--- config.mk ---
export PLATFORM = sky130hd
export DESIGN_NAME = nibble_serial_adder
export DESIGN_NICKNAME = d
export VERILOG_FILES = /design/src/rtl/nibble_serial_adder.sv
export SDC_FILE = /design/constraint.sdc
export NUM_CORES = 1
export LEC_CHECK = 0
export BUFFER_PORTS_ARGS = -buffer_cell sky130_fd_sc_hd__buf_2
export CAP_MARGIN = 20
export CORE_MARGIN = 2
export CORE_UTILIZATION = 30
export DETAILED_ROUTE_END_ITERATION = 10
export GPL_TIMING_DRIVEN = 0
export HOLD_SLACK_MARGIN = 0.12
export PLACE_DENSITY = 0.56
export SYNTH_ARGS = -nofsm -noshare
export SYNTH_HDL_FRONTEND = slang
export SYNTH_SLANG_ARGS = --single-unit
--- constraint.sdc ---
create_clock -name clk -period 4.7 [get_ports clk]
set_input_delay 0.235 -clock clk [delete_from_list [all_inputs] [get_ports clk]]
set_output_delay 0.235 -clock clk [all_outputs]
set_load 0.03 [all_outputs]
--- src/rtl/nibble_serial_adder.sv ---
// ============================================================================
// Module   : nibble_serial_adder
// Brief    : WIDTH-bit adder that runs one nibble per cycle through one 4-bit ripple adder.
// Revision : 1.0
// ============================================================================
`default_nettype none

module nibble_serial_adder #(
  parameter int WIDTH = 16
) (
  input  logic             clk,
  input  logic             rst,
  input  logic             start,
  input  logic [WIDTH-1:0] a,
  input  logic [WIDTH-1:0] b,
  input  logic             cin,
  output logic             ready,
  output logic             busy,
  output logic             done,
  output logic [WIDTH-1:0] sum,
  output logic             cout
);

  localparam int NIB = WIDTH / 4;
  localparam int CW  = (NIB > 1) ? $clog2(NIB) : 1;
  localparam logic [CW-1:0] LAST = CW'(NIB - 1);

  typedef enum logic [1:0] {
    IDLE = 2'd0,
    RUN  = 2'd1,
    DONE = 2'd2
  } state_t;

  state_t           state, next_state;
  logic [CW-1:0]    cnt;
  logic             carry;
  logic [WIDTH-1:0] op_a, op_b, partial;
  logic [3:0]       add_sum;
  logic             add_carry;
  logic             accept;

  rippleAdder_4bit u_adder (
    .A     (op_a[3:0]),
    .B     (op_b[3:0]),
    .cin   (carry),
    .sum   (add_sum),
    .carry (add_carry)
  );

  assign ready  = (state == IDLE) || (state == DONE);
  assign busy   = (state == RUN);
  assign done   = (state == DONE);
  assign accept = start && ready;

  always_ff @(posedge clk or posedge rst) begin
    if (rst) state <= IDLE;
    else     state <= next_state;
  end

  always_comb begin
    next_state = state;
    case (state)
      IDLE:    if (start) next_state = RUN;
      RUN:     if (cnt == LAST) next_state = DONE;
      DONE:    next_state = start ? RUN : IDLE;
      default: next_state = IDLE;
    endcase
  end

  // Sum nibbles enter partial from the top so nibble 0 lands at the bottom after NIB steps.
  always_ff @(posedge clk or posedge rst) begin
    if (rst) begin
      cnt     <= '0;
      carry   <= 1'b0;
      op_a    <= '0;
      op_b    <= '0;
      partial <= '0;
      sum     <= '0;
      cout    <= 1'b0;
    end else if (accept) begin
      cnt   <= '0;
      carry <= cin;
      op_a  <= a;
      op_b  <= b;
    end else if (state == RUN) begin
      partial <= {add_sum, partial[WIDTH-1:4]};
      op_a    <= {4'b0, op_a[WIDTH-1:4]};
      op_b    <= {4'b0, op_b[WIDTH-1:4]};
      carry   <= add_carry;
      cnt     <= cnt + 1'b1;
      if (cnt == LAST) begin
        sum  <= {add_sum, partial[WIDTH-1:4]};
        cout <= add_carry;
      end
    end
  end

endmodule

// ============================================================================
// Module   : rippleAdder_4bit
// Brief    : 4-bit ripple-carry adder built from full-adder cells.
// Revision : 1.0
// ============================================================================
module rippleAdder_4bit (
  input  logic [3:0] A,
  input  logic [3:0] B,
  input  logic       cin,
  output logic [3:0] sum,
  output logic       carry
);

  logic [4:0] c;

  assign c[0]  = cin;
  assign carry = c[4];

  for (genvar i = 0; i < 4; i++) begin : g_fa
    assign sum[i]  = A[i] ^ B[i] ^ c[i];
    assign c[i+1]  = (A[i] & B[i]) | (c[i] & (A[i] ^ B[i]));
  end

endmodule

`default_nettype wire

Word level (Yosys, flattened, before mapping):

Cells that the tools add are included.

* word-level logic and storage cells: 54
* bits in registers: 70
* input bits: 36

* mux-type cells: 12
* bitwise logic cells: 21
* equal/unequal tests: 5
* add/subtract/negate cells: 1
* reductions and logical operators: 7

Operators with widths (number)
* $mux 16: 4
* $and 1x1->1: 8
* $mux 2: 4
* $xor 1x1->1: 8
* $pmux 2 s3: 1
* $eq 2x2->1 const B: 2
* $or 1x1->1: 4
* $reduce_and 2->1: 2
* $mux 1: 3
* $reduce_and 3->1: 1
* $add 2x1->2 const B: 1
* $eq 2x1->1 const B: 1
* $logic_not 2->1: 1
* $ne 2x1->1 const B: 1
* $ne 2x2->1 const B: 1
* $reduce_bool 2->1: 1
* $logic_and 1x1->1: 1
* $logic_or 1x1->1: 1
* $not 1->1: 1

Longest topological paths before layout:

Gate-level depths: netlist of run 1.

* depth in word-level cells: 11
* mapped depth: 10

By module:

Synthesis of run 1 repeated with hierarchy kept, for this count alone.

* cells, all modules: 269
* area, all modules: 2999.1 um^2

Modules (own cells, without submodules)
* nibble_serial_adder: times used 1, cells an instance 255, seq. area each 1651.6 um^2, area each 2881.5 um^2
* rippleAdder_4bit: times used 1, cells an instance 14, seq. area each 0.0 um^2, area each 117.6 um^2

Worst setup path before layout of run 1:

Ideal clock, no wire load.

* path type: register to register
* from: reg carry
* to: reg sum[15]
* path slack: 2.607 ns
* arrival: 2.010 ns
* stages on the path, launching flop included: 9
* clock period less this slack: 2.093 ns
* path buffers: 0
* path through: dfrtp_1 > fa_1 > inv_1 > fa_1 > inv_1 > fa_1 > inv_1 > fa_1 > o21ai_0

* longest elaborated chain between the ends: 7

RTL lines
* start: declaration: RTL line 36 `logic carry;`
* start signal: assignment: RTL line 82 `carry <= cin;`
* start signal: assignment: RTL line 89 `carry <= add_carry;`
* $and 1x1->1: RTL line 120 `assign c[i+1] = (A[i] & B[i]) | (c[i] & (A[i] ^ B[i]));`
* $or 1x1->1: RTL line 120
* $and 1x1->1: RTL line 120
* $or 1x1->1: RTL line 120
* $and 1x1->1: RTL line 120
* $or 1x1->1: RTL line 120
* $xor 1x1->1: RTL line 119 `assign sum[i] = A[i] ^ B[i] ^ c[i];`
* end signal: assignment: RTL line 92 `sum <= {add_sum, partial[WIDTH-1:4]};`
* end: declaration: RTL line 20 `output logic [WIDTH-1:0] sum,`

No other way between the ends.
A chain may end at the register's enable or synchronous reset.

Worst setup path in the final report of run 1:

* from: reg op_a[0]
* to: reg sum[15]

* longest elaborated chain between the ends: 8
* elaborated cells between the ends (all ways): 9

RTL lines
* start: declaration: RTL line 37 `logic [WIDTH-1:0] op_a, op_b, partial;`
* start signal: assignment: RTL line 87 `op_a <= {4'b0, op_a[WIDTH-1:4]};`
* $xor 1x1->1: RTL line 120
* $and 1x1->1: RTL line 120
* $or 1x1->1 (*): RTL line 120
* $and 1x1->1 (*): RTL line 120
* $or 1x1->1 (*): RTL line 120
* $and 1x1->1 (*): RTL line 120
* $or 1x1->1 (*): RTL line 120
* $xor 1x1->1 (*): RTL line 119

Mark *: on every way between the ends. The rest lies on a longest branch, timed or not.

==> flow_summary_export.csv, run 1 <==
group,metric,value,unit
timing,finalMaxSlewViolations,0,
pwr,powerDensity,708,nW/µm²
setup_path,ff2ff_path_depth,8,
setup_path,start_kind,"flip-flop",
synthesis,postSynthAreaPerCell,12.0,µm²
setup_path,cp-end-kind,"flip-flop",
final_layout,multi_input_area,1370,µm²
cts,cts.clk_slew.worst_paths,0.07,ns
final_layout,fill_cells,1072,
flow_run,maxCapViolations,0,
setup_path,crit_type,"reg2reg",
synthesis,synthCells,268,
global_routing,gr-total-overflow,0,
pwr,combPwrFrac,0.469,
detailed_routing,drc,0,
pwr,p_leak,1.76,nW
min_path,min_path_cells,2,
timing,hold_violations,0,
floorplan,core.rowCount,37,
timing,clock_skew,0.00497,ns
synthesis,synth_nets,309,
detailed_routing,vias,2259,
final_layout,syn2layout_area_growth,19.5,%
timing,timing.final.crit_share,0.480,
global_routing,grt_pass1_vias,2328,
setup_path,rrSetupSlack,2.45,ns
floorplan,die-area,11500,µm²
detailed_routing,antenna_left,0,
global_routing,grt_usage,0.141,
floorplan,ios,56,
timing,rsz0062_at_grt,"no",
timing,relSlewSlack,0.440,
synthesis,syn-cell-area,3210,µm²
pwr,seq_power_share,0.382,
cts,cts_buffers,9,
setup_path,cp.required,4.96,ns
synthesis,synth_edf_count,0,
final_layout,antennaDiodeCount,0,
pwr,p_switching,1.09,mW
detailed_routing,dr.pass1.iters,6,
floorplan,core,10400,µm²
synthesis,synth-seq-area-share,0.515,
synthesis,async_flop_share,1.00,
synthesis,synth_seq_cells,66,
min_path,hold_class,"in2reg",
global_routing,antenna_found_initial,0,
global_routing,grt_pass1_wl,12400,µm
timing,finalSetupViolations,0,
detailed_routing,wl,7470,µm
floorplan,initial_utilization,0.309,
setup_path,rr_endpoint,"sum[15]",
timing,clock.fmax,0.444,GHz
timing,period_needed,2.25,ns
cts,htreeDepth,3,
place,dp_hpwl,5280,µm
floorplan,fp.dieW,107,µm
cts,ctsRootBufferMaster,"clkbuf_8",
pwr,ir_drop,289,µV
detailed_routing,wl_per_cell,15.7,µm
cts,cts_tree,"built",
final_layout,drive_gt1_frac,0.330,
timing,fin_tns_setup,0,ns
place,place_congestion,0.741,
final_layout,postLayoutCoreUtil,0.370,
setup_path,startpoint,"op_a[0]",
final_layout,register_area,1650,µm²
cts,clockBufferDepth,2,
floorplan,chipHeight,107,µm
setup_path,path_max_fanout,3,
run_status,status,"completed",
pwr,sw_frac_of_total,0.403,
synthesis,synthDistinctLibCells,25,
pwr,pwr-share-clk,0.149,
final_layout,nets,377,
setup_path,r2r_start,"op_a[0]",
place,io_buffers,55,
cts,cts_resized,0,
setup_path,critPathCapture,"sum[15]",
timing,worst_pin_slew,0.841,ns
detailed_routing,via_per_inst,4.76,
synthesis,yosys_warnings,0,
setup_path,arrival,2.52,ns
cts,clkLatencyLatePin,0.34,ns
synthesis,synth-main-ff-cell,"dfrtp_1",
global_routing,grt_max_degree,67,
cts,cts_sinks,66,
pwr,p_int,1.62,mW
detailed_routing,drt_first_iter_violations,84,
worst max-delay path, cell delays in order, from the launching register on:
cell and delay, ns:
dfrtp_1 0.45, fa_1 0.41, inv_1 0.09, fa_1 0.16, inv_1 0.05, fa_1 0.35, inv_1 0.08, fa_1 0.43
o21ai_0 0.16
cells in the mapped netlist (2+ instances only):
library cell / number / area [µm²]
and2b_1: 8 / 60.1
nor2_1: 3 / 11.3
a211oi_1: 21 / 158
buf_4: 3 / 22.5
clkbuf_1: 6 / 22.5
dfrtp_1: 66 / 1650
a21oi_1: 27 / 135
mux2i_1: 32 / 320
o21ai_0: 9 / 45.0
nand2_1: 8 / 30.0
inv_1: 12 / 45.0
a22o_1: 2 / 17.5
o211a_1: 4 / 40.0
fa_1: 4 / 80.1
buf_6: 5 / 56.3
mux2_4: 3 / 45.0
nand3_1: 6 / 30.0
buf_2: 7 / 35.0
mux2_2: 22 / 248
nor2b_1: 15 / 93.8
timing repair:
action,in CTS,in global routing
setup buffers,0,0
endpoints found under the hold margin,66,1
hold buffers,1,1
per-stage QoR:
stage	power, mW	instance area, µm²	instances	hold slack (ns)	worst slack (ns)
2_1_floorplan	1.98	3210	268	0.375	2.61
3_3_place_gp	2.28	3650	459	0.465	1.87
3_5_place_dp	2.34	3650	459	0.471	2.47
4_1_cts	2.75	3820	474	0.121	2.44
5_1_grt	2.93	3830	475	0.128	2.33
6_report	2.71	3830	475	0.131	2.45
placed cells by master, fill, tap and decap left out, drive strengths merged, types with 9 or more instances in the layout:
| cell type | n |
|---|---|
| a21oi | 27 |
| clkbuf | 16 |
| dfrtp | 66 |
| a211oi | 21 |
| mux2 | 25 |
| o21ai | 9 |
| nor2b | 16 |
| inv | 12 |
| mux2i | 32 |
| buf | 70 |
power by group through the flow:
| stage | clock network [mW] | registers [mW] | logic, mW |
|---|---|---|---|
| 2_1_floorplan | 0 | 1.14 | 0.843 |
| 3_3_place_gp | 0 | 1.03 | 1.25 |
| 3_5_place_dp | 0 | 1.05 | 1.29 |
| 4_1_cts | 0.416 | 1.04 | 1.29 |
| 5_1_grt | 0.444 | 1.08 | 1.41 |
| 6_report | 0.405 | 1.04 | 1.27 |
layer usage:
layer	vias up	track usage	wire, µm
met4	0	0.0577	204
met1	1097	0.188	3410
met3	19	0.0387	407
met2	62	0.215	3450
met5	-	0	0
li1	1081	-	-
flip-flops by register name, summed over array words and instances, names as in the netlist:
signal,flops
op_a,16
op_b,16
sum,16
partial,12
cnt,2
state,2
carry,1
cout,1
cells by family (layout without fill, tap and decap cells):
group,after synthesis,after routing,synth area share
multiplexers,57,57,0.191
AO/OA/AOI/OAI,65,65,0.128
flip-flops,66,66,0.515
AND/OR/NAND/NOR,42,42,0.0808
buffers and inverters,33,104,0.0566
adder cells (fa/ha/maj),5,5,0.0289
worst min-delay path by stage:
stage / slack [ns] / startpoint / endpoint
4_1_cts: 0.12 / a[13] / op_a[13]
6_report: 0.13 / a[14] / op_a[14]
3_5_place_dp: 0.47 / rst / partial[12]
2_1_floorplan: 0.37 / a[13] / op_a[13]
5_1_grt: 0.13 / a[14] / op_a[14]
3_3_place_gp: 0.47 / a[14] / op_a[14]
area by class of cell:
class / instances / share of cell area
sequential: 66 / 0.431
clock buffer: 10 / 0.0359
clock inverter: 4 / 0.00522
tap: 136 / 0.0444
multi-input combinational: 169 / 0.358
inverter: 12 / 0.0124
timing repair buffer: 57 / 0.0770
buffer: 21 / 0.0356
(Power assumes the default switching activity.)
==> run 2: changes to the inputs <==
--- a/config.mk
+++ b/config.mk
@@ -12,7 +12,7 @@
 export DETAILED_ROUTE_END_ITERATION = 10
 export GPL_TIMING_DRIVEN = 0
 export HOLD_SLACK_MARGIN = 0.12
-export PLACE_DENSITY = 0.56
+export PLACE_DENSITY = 0.58
 export SYNTH_ARGS = -nofsm -noshare
 export SYNTH_HDL_FRONTEND = slang
 export SYNTH_SLANG_ARGS = --single-unit
==> constraint.sdc (replaced) <==
create_clock -name clk -period 2 [get_ports clk]
set_input_delay 0.1 -clock clk [delete_from_list [all_inputs] [get_ports clk]]
set_output_delay 0.1 -clock clk [all_outputs]
set_load 0.03 [all_outputs]
==> run 2 against run 1 <==
The flow now finishes with violations (negative setup slack). Via count grew 3.9%. Combinational power increased to 2.5 times the previous value. Clock-buffer cell count unchanged. Non-clock buffer count grew 32. First-iteration DRC count fell by 33%. Sequential power grew 130%. Sequential share of layout area is 4.1 points lower. Power grew to 2.6 times the previous value. Setup slack got worse by 2.5 ns. Worst hold slack better by 0.0015 ns. Final cell count grew 7.2%. Largest power group unchanged.
==> flow_summary_export.csv, run 2 (synthesis results as in run 1) <==
group,metric,value,unit
run_status,status,"finished with violations",
run_status,violations,"negative setup slack",
final_layout,final_area,4240,µm²
setup_path,start_kind,"flip-flop",
pwr,powerDensity,1640,nW/µm²
global_routing,grt_usage,0.145,
flow_run,maxCapViolations,0,
detailed_routing,antenna_left,0,
pwr,ir_drop,671,µV
floorplan,fp.dieW,107,µm
floorplan,chipHeight,107,µm
min_path,hold_class,"in2reg",
final_layout,antennaDiodeCount,0,
final_layout,drive_gt1_frac,0.338,
pwr,p_int,4.30,mW
setup_path,crit_type,"reg2reg",
cts,ctsRootBufferMaster,"clkbuf_8",
pwr,combPwrFrac,0.458,
pwr,sw_frac_of_total,0.382,
global_routing,grt_pass1_wl,12900,µm
final_layout,register_area,1650,µm²
setup_path,rrSetupSlack,-0.10,ns
place,placed_area,3660,µm²
global_routing,use_met3,0.0406,
floorplan,initial_utilization,0.309,
final_layout,fill_cells,1050,
floorplan,ios,56,
detailed_routing,via_per_inst,4.61,
detailed_routing,drc,0,
timing,rsz0062_at_grt,"yes",
timing,relSlewSlack,0.455,
final_layout,final_cell_mix,"dfrtp_1, buf_2, mux2i_1, dlygate4sd3_1, a21oi_1",
setup_path,crit_path_cell_trace,"fa_2 > inv_2 > fa_2 > inv_2 > fa_2 > inv_2 > fa_2 > a21oi_2",
cts,cts_buffers,9,
setup_path,max_stage_delay,0.45,ns
setup_path,cp-end-kind,"flip-flop",
global_routing,grt_util_met1,0.190,
global_routing,gr-total-overflow,0,
timing,clock_skew,0.00425,ns
timing,finalSetupViolations,3,
detailed_routing,vias,2347,
detailed_routing,dr.pass1.iters,4,
setup_path,path_max_fanout,2,
cts,cts_sinks,66,
cts,clkLatencyLatePin,0.34,ns
setup_path,path_delay_family,"adder cells",
timing,finalMaxSlewViolations,0,
pwr,p_leak,1.92,nW
global_routing,grt_max_degree,67,
place,dp_hpwl,5270,µm
cts,clockBufferDepth,2,
timing,timing.final.crit_share,1.05,
pwr,seq_power_share,0.350,
final_layout,nets,409,
final_layout,final_common_cell,"dfrtp_1",
place,io_buffers,55,
global_routing,grtUsageMet2,0.234,
detailed_routing,wl,7680,µm
timing,worst_slack,-0.102,ns
final_layout,syn2layout_area_growth,32.3,%
final_layout,postLayoutCoreUtil,0.409,
setup_path,worst-path-buf-inv,3,
final_layout,top_regs,"op_a x16, op_b x16, sum x16",
place,place_congestion,0.757,
global_routing,grt_pass1_vias,2490,
detailed_routing,wl_per_cell,15.1,µm
cts,htreeDepth,3,
pwr,pwr-share-clk,0.192,
timing,period_needed,2.10,ns
timing,worst_pin_slew,0.818,ns
global_routing,antenna_found_initial,0,
timing,hold_violations,0,
setup_path,cp.required,2.27,ns
floorplan,die-area,11500,µm²
floorplan,core.rowCount,37,
cts,cts_tree,"built",
cts,cts.clk_slew.worst_paths,0.07,ns
final_layout,multi_input_area,1390,µm²
setup_path,cp_common_cell,"fa_2",
detailed_routing,drt_first_iter_violations,56,
global_routing,busiest_layer,"met2",
floorplan,core,10400,µm²
pwr,p_switching,2.66,mW
setup_path,cp_slowest_cell,"fa_2",
timing,clock.fmax,0.476,GHz
setup_path,arrival,2.38,ns
==> run 2: stage by stage <==
stage | total power, mW | hold slack [ns] | TNS (ns) | worst slack (ns) | std cells
finish | 6.96 | 0.133 | -0.204 | -0.102 | 509
global route | 7.48 | 0.140 | -0.472 | -0.184 | 509
CTS | 6.99 | 0.121 | -0.210 | -0.101 | 509
detailed placement | 5.54 | 0.329 | -0.378 | -0.160 | 459
global placement | 5.41 | 0.333 | -43.40 | -0.655 | 459
floorplan | 4.70 | 0.240 | -0.0597 | -0.0424 | 268
==> run 2: tightest hold or removal path: stages <==
cell	delay (ns)
buf_2	0.11
nand2_1	0.06
o211a_1	0.14
a21oi_1	0.04
==> run 2: cell type report <==
type,count,share of cell area
timing repair buffer,89,0.144
sequential,66,0.390
tap,136,0.0401
clock buffer,10,0.0301
clock inverter,6,0.0248
multi-input combinational,169,0.328
inverter,12,0.0112
buffer,21,0.0322
==> run 2: repair_timing <==
action                                  in CTS  in global routing
endpoints found under the setup margin       3                  4
buffers inserted                             2                  0
pin swaps                                    4                  2
endpoints found under the hold margin       97                  0
gates resized for setup                      2                  4
hold buffers                                32                  0
==> run 2: worst paths after layout <==
path / from / end / depth (start not counted)
setup reg to reg: op_b[0] / partial[15] / 8
max in group asynchronous: rst / op_a[0] / 3
min in group asynchronous: rst / sum[12] / 3
setup / recovery: op_b[0] / partial[15] / 8
hold / removal: a[1] / op_a[1] / 4
hold reg to reg: sum[13] / sum[13] / 2
==> run 2: metal layers <==
metal	routed length, µm	vias up	share of wire
met5	0	-	0
met1	3710	1137	0.48
met3	311	11	0.040
li1	-	1144	-
met2	3550	55	0.46
met4	115	0	0.015
==> run 2: power by group through the flow <==
stage / Sequential [mW] / Combinational (mW) / Clock [mW]
2_1_floorplan: 2.68 / 2.01 / 0
3_3_place_gp: 2.43 / 2.98 / 0
3_5_place_dp: 2.48 / 3.07 / 0
4_1_cts: 2.44 / 3.17 / 1.38
5_1_grt: 2.53 / 3.52 / 1.43
6_report: 2.44 / 3.19 / 1.34
